--- src/rtl/bcd_mod_counter_pkg.sv ---
// ---------------------------------------------------------------------------
// bcd_mod_counter_pkg
// Shared types, constants and helpers for the two-digit BCD counter stages
// (hour/minute/second) and for the 24h->12h display conversion.
// ---------------------------------------------------------------------------
package bcd_mod_counter_pkg;

    localparam int BCD_W = 4;

    typedef logic [BCD_W-1:0] bcd_t;

    localparam bcd_t       BCD_MAX  = 4'd9;
    localparam logic [6:0] H12_NOON = 7'd12;

    // Binary value of a two-digit BCD number. Only meaningful when both
    // digits are <= 9; callers qualify the result with a digit check.
    function automatic logic [6:0] bcd_to_bin(input bcd_t h, input bcd_t l);
        return ({3'b000, h} * 7'd10) + {3'b000, l};
    endfunction

endpackage

--- src/rtl/bcd_mod_counter_if.sv ---
// ---------------------------------------------------------------------------
// bcd_mod_counter_if
// Control and display bundle of one counter stage.
//   master : drives EN, DN, LOAD, LD_H, LD_L, MODE12; reads the display
//   slave  : the counter itself
// Signals:
//   EN      count enable          DN    direction (0 up, 1 down)
//   LOAD    time-set load strobe  LD_H  tens digit to load, LD_L units digit
//   MODE12  12-hour display       cntH/cntL displayed digits
//   PM      afternoon flag        CO/BO carry / borrow pulse
//   ERR     sticky rejected-load flag
// ---------------------------------------------------------------------------
interface bcd_mod_counter_if;
    import bcd_mod_counter_pkg::*;

    logic EN;
    logic DN;
    logic LOAD;
    bcd_t LD_H;
    bcd_t LD_L;
    logic MODE12;
    bcd_t cntH;
    bcd_t cntL;
    logic PM;
    logic CO;
    logic BO;
    logic ERR;

    modport master (
        output EN, DN, LOAD, LD_H, LD_L, MODE12,
        input  cntH, cntL, PM, CO, BO, ERR
    );

    modport slave (
        input  EN, DN, LOAD, LD_H, LD_L, MODE12,
        output cntH, cntL, PM, CO, BO, ERR
    );

endinterface

--- src/rtl/bcd_mod_counter_h24_to_h12.sv ---
// ---------------------------------------------------------------------------
// bcd_mod_counter_h24_to_h12
// Combinational 24h -> 12h conversion on BCD digits.
//   0 -> 12, 1..12 unchanged, 13..23 -> value-12; pm_o high for 12..23.
// Ports:
//   h24_h_i/h24_l_i : legal 24h hour (00..23) in BCD
//   h12_h_o/h12_l_o : 12h display digits
//   pm_o            : afternoon flag
// ---------------------------------------------------------------------------
module bcd_mod_counter_h24_to_h12
    import bcd_mod_counter_pkg::*;
(
    input  bcd_t h24_h_i,
    input  bcd_t h24_l_i,
    output bcd_t h12_h_o,
    output bcd_t h12_l_o,
    output logic pm_o
);

    always_comb begin
        h12_h_o = h24_h_i;
        h12_l_o = h24_l_i;
        case (h24_h_i)
            4'd0: begin
                if (h24_l_i == 4'd0) begin
                    h12_h_o = 4'd1;
                    h12_l_o = 4'd2;
                end
            end
            4'd1: begin
                // 13..19 -> 01..07
                if (h24_l_i > 4'd2) begin
                    h12_h_o = 4'd0;
                    h12_l_o = h24_l_i - 4'd2;
                end
            end
            4'd2: begin
                // 20,21 -> 08,09 ; 22,23 -> 10,11
                if (h24_l_i <= 4'd1) begin
                    h12_h_o = 4'd0;
                    h12_l_o = h24_l_i + 4'd8;
                end else begin
                    h12_h_o = 4'd1;
                    h12_l_o = h24_l_i - 4'd2;
                end
            end
            default: ;
        endcase
        pm_o = (bcd_to_bin(h24_h_i, h24_l_i) >= H12_NOON);
    end

endmodule

--- src/rtl/bcd_mod_counter.sv ---
// ---------------------------------------------------------------------------
// bcd_mod_counter
// Two-digit BCD modulo-MOD counter stage with up/down count, validated
// time-set load, optional 12-hour display and carry/borrow pulses.
// Parameters:
//   the modulus parameter sets the count range 0..MOD-1 (legal 2..99);
//   the 12-hour enable parameter adds the 12h display when MOD is 24.
// Ports:
//   CP  : counting clock, rising edge
//   CR  : asynchronous active-high clear
//   bus : control inputs and registered display/status outputs
// ---------------------------------------------------------------------------
module bcd_mod_counter
    import bcd_mod_counter_pkg::*;
#(
    parameter int MOD    = 24,
    parameter int H12_EN = 1
) (
    input  logic             CP,
    input  logic             CR,
    bcd_mod_counter_if.slave bus
);

    localparam logic [6:0] MOD_B  = 7'(MOD);
    localparam logic [6:0] LAST_B = 7'(MOD - 1);
    localparam bcd_t       LAST_H = 4'((MOD - 1) / 10);
    localparam bcd_t       LAST_L = 4'((MOD - 1) % 10);
    localparam bit         H12_OK = (H12_EN != 0) && (MOD == 24);

    bcd_t       s_h_q, s_l_q, s_h_d, s_l_d;
    bcd_t       disp_h_q, disp_l_q, disp_h_d, disp_l_d;
    logic       pm_q, pm_d;
    logic       co_q, co_d;
    logic       bo_q, bo_d;
    logic       err_q, err_d;
    logic       rst_disp_q;
    logic [6:0] cur_bin, ld_bin;
    logic       cur_bad, ld_ok, use12;
    bcd_t       cv_h, cv_l;
    logic       cv_pm;

    assign use12 = H12_OK && bus.MODE12;

    // Next-state: LOAD > illegal-state recovery > count > hold.
    always_comb begin
        cur_bin = bcd_to_bin(s_h_q, s_l_q);
        ld_bin  = bcd_to_bin(bus.LD_H, bus.LD_L);
        cur_bad = (s_h_q > BCD_MAX) || (s_l_q > BCD_MAX) || (cur_bin >= MOD_B);
        ld_ok   = (bus.LD_H <= BCD_MAX) && (bus.LD_L <= BCD_MAX) && (ld_bin < MOD_B);

        s_h_d = s_h_q;
        s_l_d = s_l_q;
        co_d  = 1'b0;
        bo_d  = 1'b0;
        err_d = err_q;

        if (bus.LOAD) begin
            if (ld_ok) begin
                s_h_d = bus.LD_H;
                s_l_d = bus.LD_L;
                err_d = 1'b0;
            end else begin
                err_d = 1'b1;
            end
        end else if (cur_bad) begin
            s_h_d = 4'd0;
            s_l_d = 4'd0;
        end else if (bus.EN) begin
            if (!bus.DN) begin
                if (cur_bin == LAST_B) begin
                    s_h_d = 4'd0;
                    s_l_d = 4'd0;
                    co_d  = 1'b1;
                end else if (s_l_q == BCD_MAX) begin
                    s_l_d = 4'd0;
                    s_h_d = s_h_q + 4'd1;
                end else begin
                    s_l_d = s_l_q + 4'd1;
                end
            end else begin
                if (cur_bin == 7'd0) begin
                    s_h_d = LAST_H;
                    s_l_d = LAST_L;
                    bo_d  = 1'b1;
                end else if (s_l_q == 4'd0) begin
                    s_l_d = BCD_MAX;
                    s_h_d = s_h_q - 4'd1;
                end else begin
                    s_l_d = s_l_q - 4'd1;
                end
            end
        end
    end

    // Display is derived from the next state so it updates on the same edge.
    bcd_mod_counter_h24_to_h12 u_h12 (
        .h24_h_i (s_h_d),
        .h24_l_i (s_l_d),
        .h12_h_o (cv_h),
        .h12_l_o (cv_l),
        .pm_o    (cv_pm)
    );

    always_comb begin
        disp_h_d = use12 ? cv_h : s_h_d;
        disp_l_d = use12 ? cv_l : s_l_d;
        pm_d     = use12 & cv_pm;
    end

    always_ff @(posedge CP or posedge CR) begin
        if (CR) begin
            s_h_q      <= 4'd0;
            s_l_q      <= 4'd0;
            disp_h_q   <= 4'd0;
            disp_l_q   <= 4'd0;
            pm_q       <= 1'b0;
            co_q       <= 1'b0;
            bo_q       <= 1'b0;
            err_q      <= 1'b0;
            rst_disp_q <= 1'b1;
        end else begin
            s_h_q      <= s_h_d;
            s_l_q      <= s_l_d;
            disp_h_q   <= disp_h_d;
            disp_l_q   <= disp_l_d;
            pm_q       <= pm_d;
            co_q       <= co_d;
            bo_q       <= bo_d;
            err_q      <= err_d;
            rst_disp_q <= 1'b0;
        end
    end

    // From clear until the first edge the state is 00, whose display depends
    // on the format: midnight shows as 12 in 12h mode. The reset value of a
    // flop cannot depend on MODE12, so a reset-marker flop selects it here.
    assign bus.cntH = rst_disp_q ? (use12 ? 4'd1 : 4'd0) : disp_h_q;
    assign bus.cntL = rst_disp_q ? (use12 ? 4'd2 : 4'd0) : disp_l_q;
    assign bus.PM   = pm_q;
    assign bus.CO   = co_q;
    assign bus.BO   = bo_q;
    assign bus.ERR  = err_q;

endmodule
--- src/flat_wrapper.sv ---
// flat-port wrapper written by rule: the top's interface ports become plain ports
module bcd_mod_counter_flat import bcd_mod_counter_pkg::*;
#(
    parameter int MOD    = 24,
    parameter int H12_EN = 1
)
  (CP, CR, bus_EN, bus_DN, bus_LOAD, bus_LD_H, bus_LD_L, bus_MODE12, bus_cntH, bus_cntL, bus_PM, bus_CO, bus_BO, bus_ERR);
  bcd_mod_counter_if bus_i ();
  input  logic CP;
  input  logic CR;
  input wire logic [$bits(bus_i.EN)-1:0] bus_EN;
  input wire logic [$bits(bus_i.DN)-1:0] bus_DN;
  input wire logic [$bits(bus_i.LOAD)-1:0] bus_LOAD;
  input wire logic [$bits(bus_i.LD_H)-1:0] bus_LD_H;
  input wire logic [$bits(bus_i.LD_L)-1:0] bus_LD_L;
  input wire logic [$bits(bus_i.MODE12)-1:0] bus_MODE12;
  output wire logic [$bits(bus_i.cntH)-1:0] bus_cntH;
  output wire logic [$bits(bus_i.cntL)-1:0] bus_cntL;
  output wire logic [$bits(bus_i.PM)-1:0] bus_PM;
  output wire logic [$bits(bus_i.CO)-1:0] bus_CO;
  output wire logic [$bits(bus_i.BO)-1:0] bus_BO;
  output wire logic [$bits(bus_i.ERR)-1:0] bus_ERR;
  assign bus_i.EN = bus_EN;
  assign bus_i.DN = bus_DN;
  assign bus_i.LOAD = bus_LOAD;
  assign bus_i.LD_H = bus_LD_H;
  assign bus_i.LD_L = bus_LD_L;
  assign bus_i.MODE12 = bus_MODE12;
  assign bus_cntH = bus_i.cntH;
  assign bus_cntL = bus_i.cntL;
  assign bus_PM = bus_i.PM;
  assign bus_CO = bus_i.CO;
  assign bus_BO = bus_i.BO;
  assign bus_ERR = bus_i.ERR;
  bcd_mod_counter #(.MOD(MOD), .H12_EN(H12_EN)) u_core (.CP(CP), .CR(CR), .bus(bus_i));
endmodule
--- config.mk ---
export PLATFORM = sky130hd
export DESIGN_NAME = bcd_mod_counter_flat
export DESIGN_NICKNAME = d
export VERILOG_FILES = /design/src/rtl/bcd_mod_counter_pkg.sv /design/src/rtl/bcd_mod_counter_if.sv /design/src/rtl/bcd_mod_counter_h24_to_h12.sv /design/src/rtl/bcd_mod_counter.sv /design/src/flat_wrapper.sv
export SDC_FILE = /design/constraint.sdc
export NUM_CORES = 1
export LEC_CHECK = 0
export CAP_MARGIN = 0
export CORE_AREA = 2 2 71 73
export DETAILED_ROUTE_END_ITERATION = 8
export DIE_AREA = 0 0 73 75
export GPL_TIMING_DRIVEN = 0
export PLACE_DENSITY = 0.75
export SYNTH_ARGS = -nofsm -noshare
export SYNTH_HDL_FRONTEND = slang
export SYNTH_SLANG_ARGS = --single-unit
--- constraint.sdc ---
create_clock -name CP -period 14 [get_ports CP]
set_clock_uncertainty 0.2 [all_clocks]
set_input_delay 3.5 -clock CP [delete_from_list [all_inputs] [get_ports CP]]
set_output_delay 3.5 -clock CP [all_outputs]
set_load 0.05 [all_outputs]
==> impl_metrics.ini <==
[power]
power.density_mw_per_mm2 = 189
p_clk_frac = 0.073
peakVddDrop_uv = 93.0
power.share.switching = 0.516
p_leak_nw = 1.23
internal_power_mw = 0.261
pwr-share-seq = 0.185
power_frac_comb = 0.742
fin_total_pwr_mw = 0.540
switching_power_mw = 0.279

[logic_synthesis]
ys.flop_type = dfrtp_1
ys_ff_latch = 21
synthCells = 287
synth_cell_types = 76
synth_edf_count = 0
yosys_warnings = 0
synth_nets = 329
synth_area_sq_mm = 0.00249
synth.avg_cell_area_sq_um = 8.66
synthArstFlopShare = 1.00
seq_area_frac_synth = 0.212

[critical_path]
start_kind = primary input
worstReg2RegStart = u_core.s_h_q[1]$_DFF_PP0_
critPathKind = in -> out
cp.arrival_ns = 5.07
cp-end-kind = output port
path_max_fanout = 5
required_ns = 10.30
cp-startpoint = bus_MODE12

[cts]
cts_setup_buffers = 0
cts_root_buffer = clkbuf_8
cts_tree = done
cts_sinks = 21
ctsResizeCount = 0
cts_buffer_depth = 2
cts_buffers = 3
holdBufCountCts = 0
clk_latency_ns = 0.26
htreeDepth = 1
clkTransAtPathRegs_ns = 0.08

[hold_path]
hold_path.class = reg -> reg
hp-start = u_core.bus.ERR$_DFFE_PP0P_

[die]
floorplan.rows = 25
io_pins = 26
die_h_microns = 75
die_w_microns = 73
start_util = 0.533
dieArea_sq_mm = 0.00548
core_sq_mm = 0.00466

[place]
place_congestion = 0.921
port_buffers = 25
hpwl_mm = 4.58

[final_layout]
register_area_sq_um = 527
multiInputGateArea_sq_mm = 0.00182
nets = 359
final_util = 0.612
diodes = 0
fillers = 411
drive_above_1_share = 0.0823
area_growth_pct = 14.6

[route]
drc = 0
viasPerCell = 6.28
vias = 2325
wl_per_cell_microns = 16.2
ant_nets = 0
drt_iter0_drc = 158
firstDrtPassIters = 4
totalWireLength_mm = 5.99

[flow_run]
timing.max_cap.violations = 0

[grt]
grt_pass1_vias = 2148
grtUsageMet2 = 0.375
top_usage_layer = met2
gr-usage-met1 = 0.342
track_usage = 0.240
gr-total-overflow = 0
antenna_found_initial = 0
grt_pass1_wl_mm = 10.3
met3_usage = 0.0348
grt_max_degree = 22

[sta]
setup_violations = 0
fin_crit_sh = 0.627
hold_viol = 0
min_period_ns = 8.77
rsz0062_at_grt = no
slew_viol_final = 0
fmax_mhz = 114
maxSlewHeadroom = 0.424
fin_tns_setup_ns = 0
worst_slew_pin_slew_ns = 0.842

[status]
status = finished, final reports clean
## cell usage in the layout (no fill, tap or decap), types with 7 or more instances in the layout
cell type        netlist  layout
nor2b_1               12      12
nor2_1                18      18
a21oi_1               14      14
dfrtp_1               20      20
nand2_1               18      18
nor3_1                 7       7
inv_1                 25      25
nand3_1                7       7
o21ai_0               17      17
clkdlybuf4s50_1        0      25
ha_1                  23      23
## layer usage
metal  up-vias  share of wire
met5         -              0
met4         0          0.016
met3        12          0.063
met2        96           0.48
met1      1075           0.44
li1       1142              -
## area by class of cell
class / count / area share
Tap cell: 54 / 0.0237
Timing Repair Buffer: 25 / 0.0878
Clock buffer: 3 / 0.0145
Buffer: 9 / 0.0154
Inverter: 25 / 0.0329
Sequential cell: 21 / 0.185
Clock inverter: 1 / 0.00176
Multi-Input combinational cell: 232 / 0.639
## flip-flops by register name, indices dropped and copies added, names as in the netlist
name / cells
u_core.bus.BO: 1
u_core.s_h_q: 4
u_core.rst_disp_q: 1
u_core.s_l_q: 4
u_core.bus.ERR: 1
u_core.disp_l_q: 4
u_core.disp_h_q: 4
u_core.bus.CO: 1
u_core.bus.PM: 1
## final timing paths
kind                                         endpoint  slack (ns)  cells past startpoint
setup reg to reg              u_core.bus.PM$_DFF_PP0_        8.73                     17
min in group asynchronous   u_core.s_l_q[3]$_DFF_PP0_        3.48                      2
max in group asynchronous   u_core.s_h_q[1]$_DFF_PP0_        9.62                      2
setup / recovery                          bus_cntL[1]        5.23                      4
hold reg to reg            u_core.bus.ERR$_DFFE_PP0P_        0.33                      2
hold / removal             u_core.bus.ERR$_DFFE_PP0P_        0.33                      2
## synthesized netlist by cell type (6+ instances only)
master	n	area (sq um)
a21oi_1	14	70.1
a31oi_1	6	37.5
clkbuf_1	6	22.5
dfrtp_1	20	500
ha_1	23	288
inv_1	25	93.8
nand2_1	18	67.6
nand3_1	7	35.0
nor2_1	18	67.6
nor2b_1	12	75.1
nor3_1	7	35.0
o21ai_0	17	85.1
o22ai_1	6	37.5
## power groups by stage
stage | registers (mW) | clock network (mW) | logic [mW]
global route | 0.102 | 0.0438 | 0.449
CTS | 0.0992 | 0.0406 | 0.397
detailed placement | 0.100 | 0 | 0.393
finish | 0.0999 | 0.0395 | 0.401
global placement | 0.100 | 0 | 0.384
floorplan | 0.0993 | 0 | 0.304
## through the flow
stage	instances	hold slack [ns]	area, sq um	setup WS [ns]
after floorplan	287	0.497	2490	6.24
after global placement	366	0.289	2800	5.24
after detailed placement	366	0.283	2800	5.22
after CTS	370	0.322	2850	5.22
after global routing	370	0.366	2850	5.18
final	370	0.326	2850	5.23
## cell families after synthesis
logic type	Yosys count	synth area share
xor gates and xnor gates	7	0.0307
muxes	9	0.0382
adders and majority gates	28	0.156
DFF	21	0.212
AOI/OAI and AO/OA	96	0.297
buffers and inverters	34	0.0554
and+or+nand+nor	91	0.209
other	1	0.00151
## critical path, stage by stage
cell	delay [ns]
clkdlybuf4s50_1	0.58
nand2_1	0.09
o21ai_0	0.08
clkdlybuf4s50_1	0.82
Note: power is estimated with default switching activity, not from simulation.
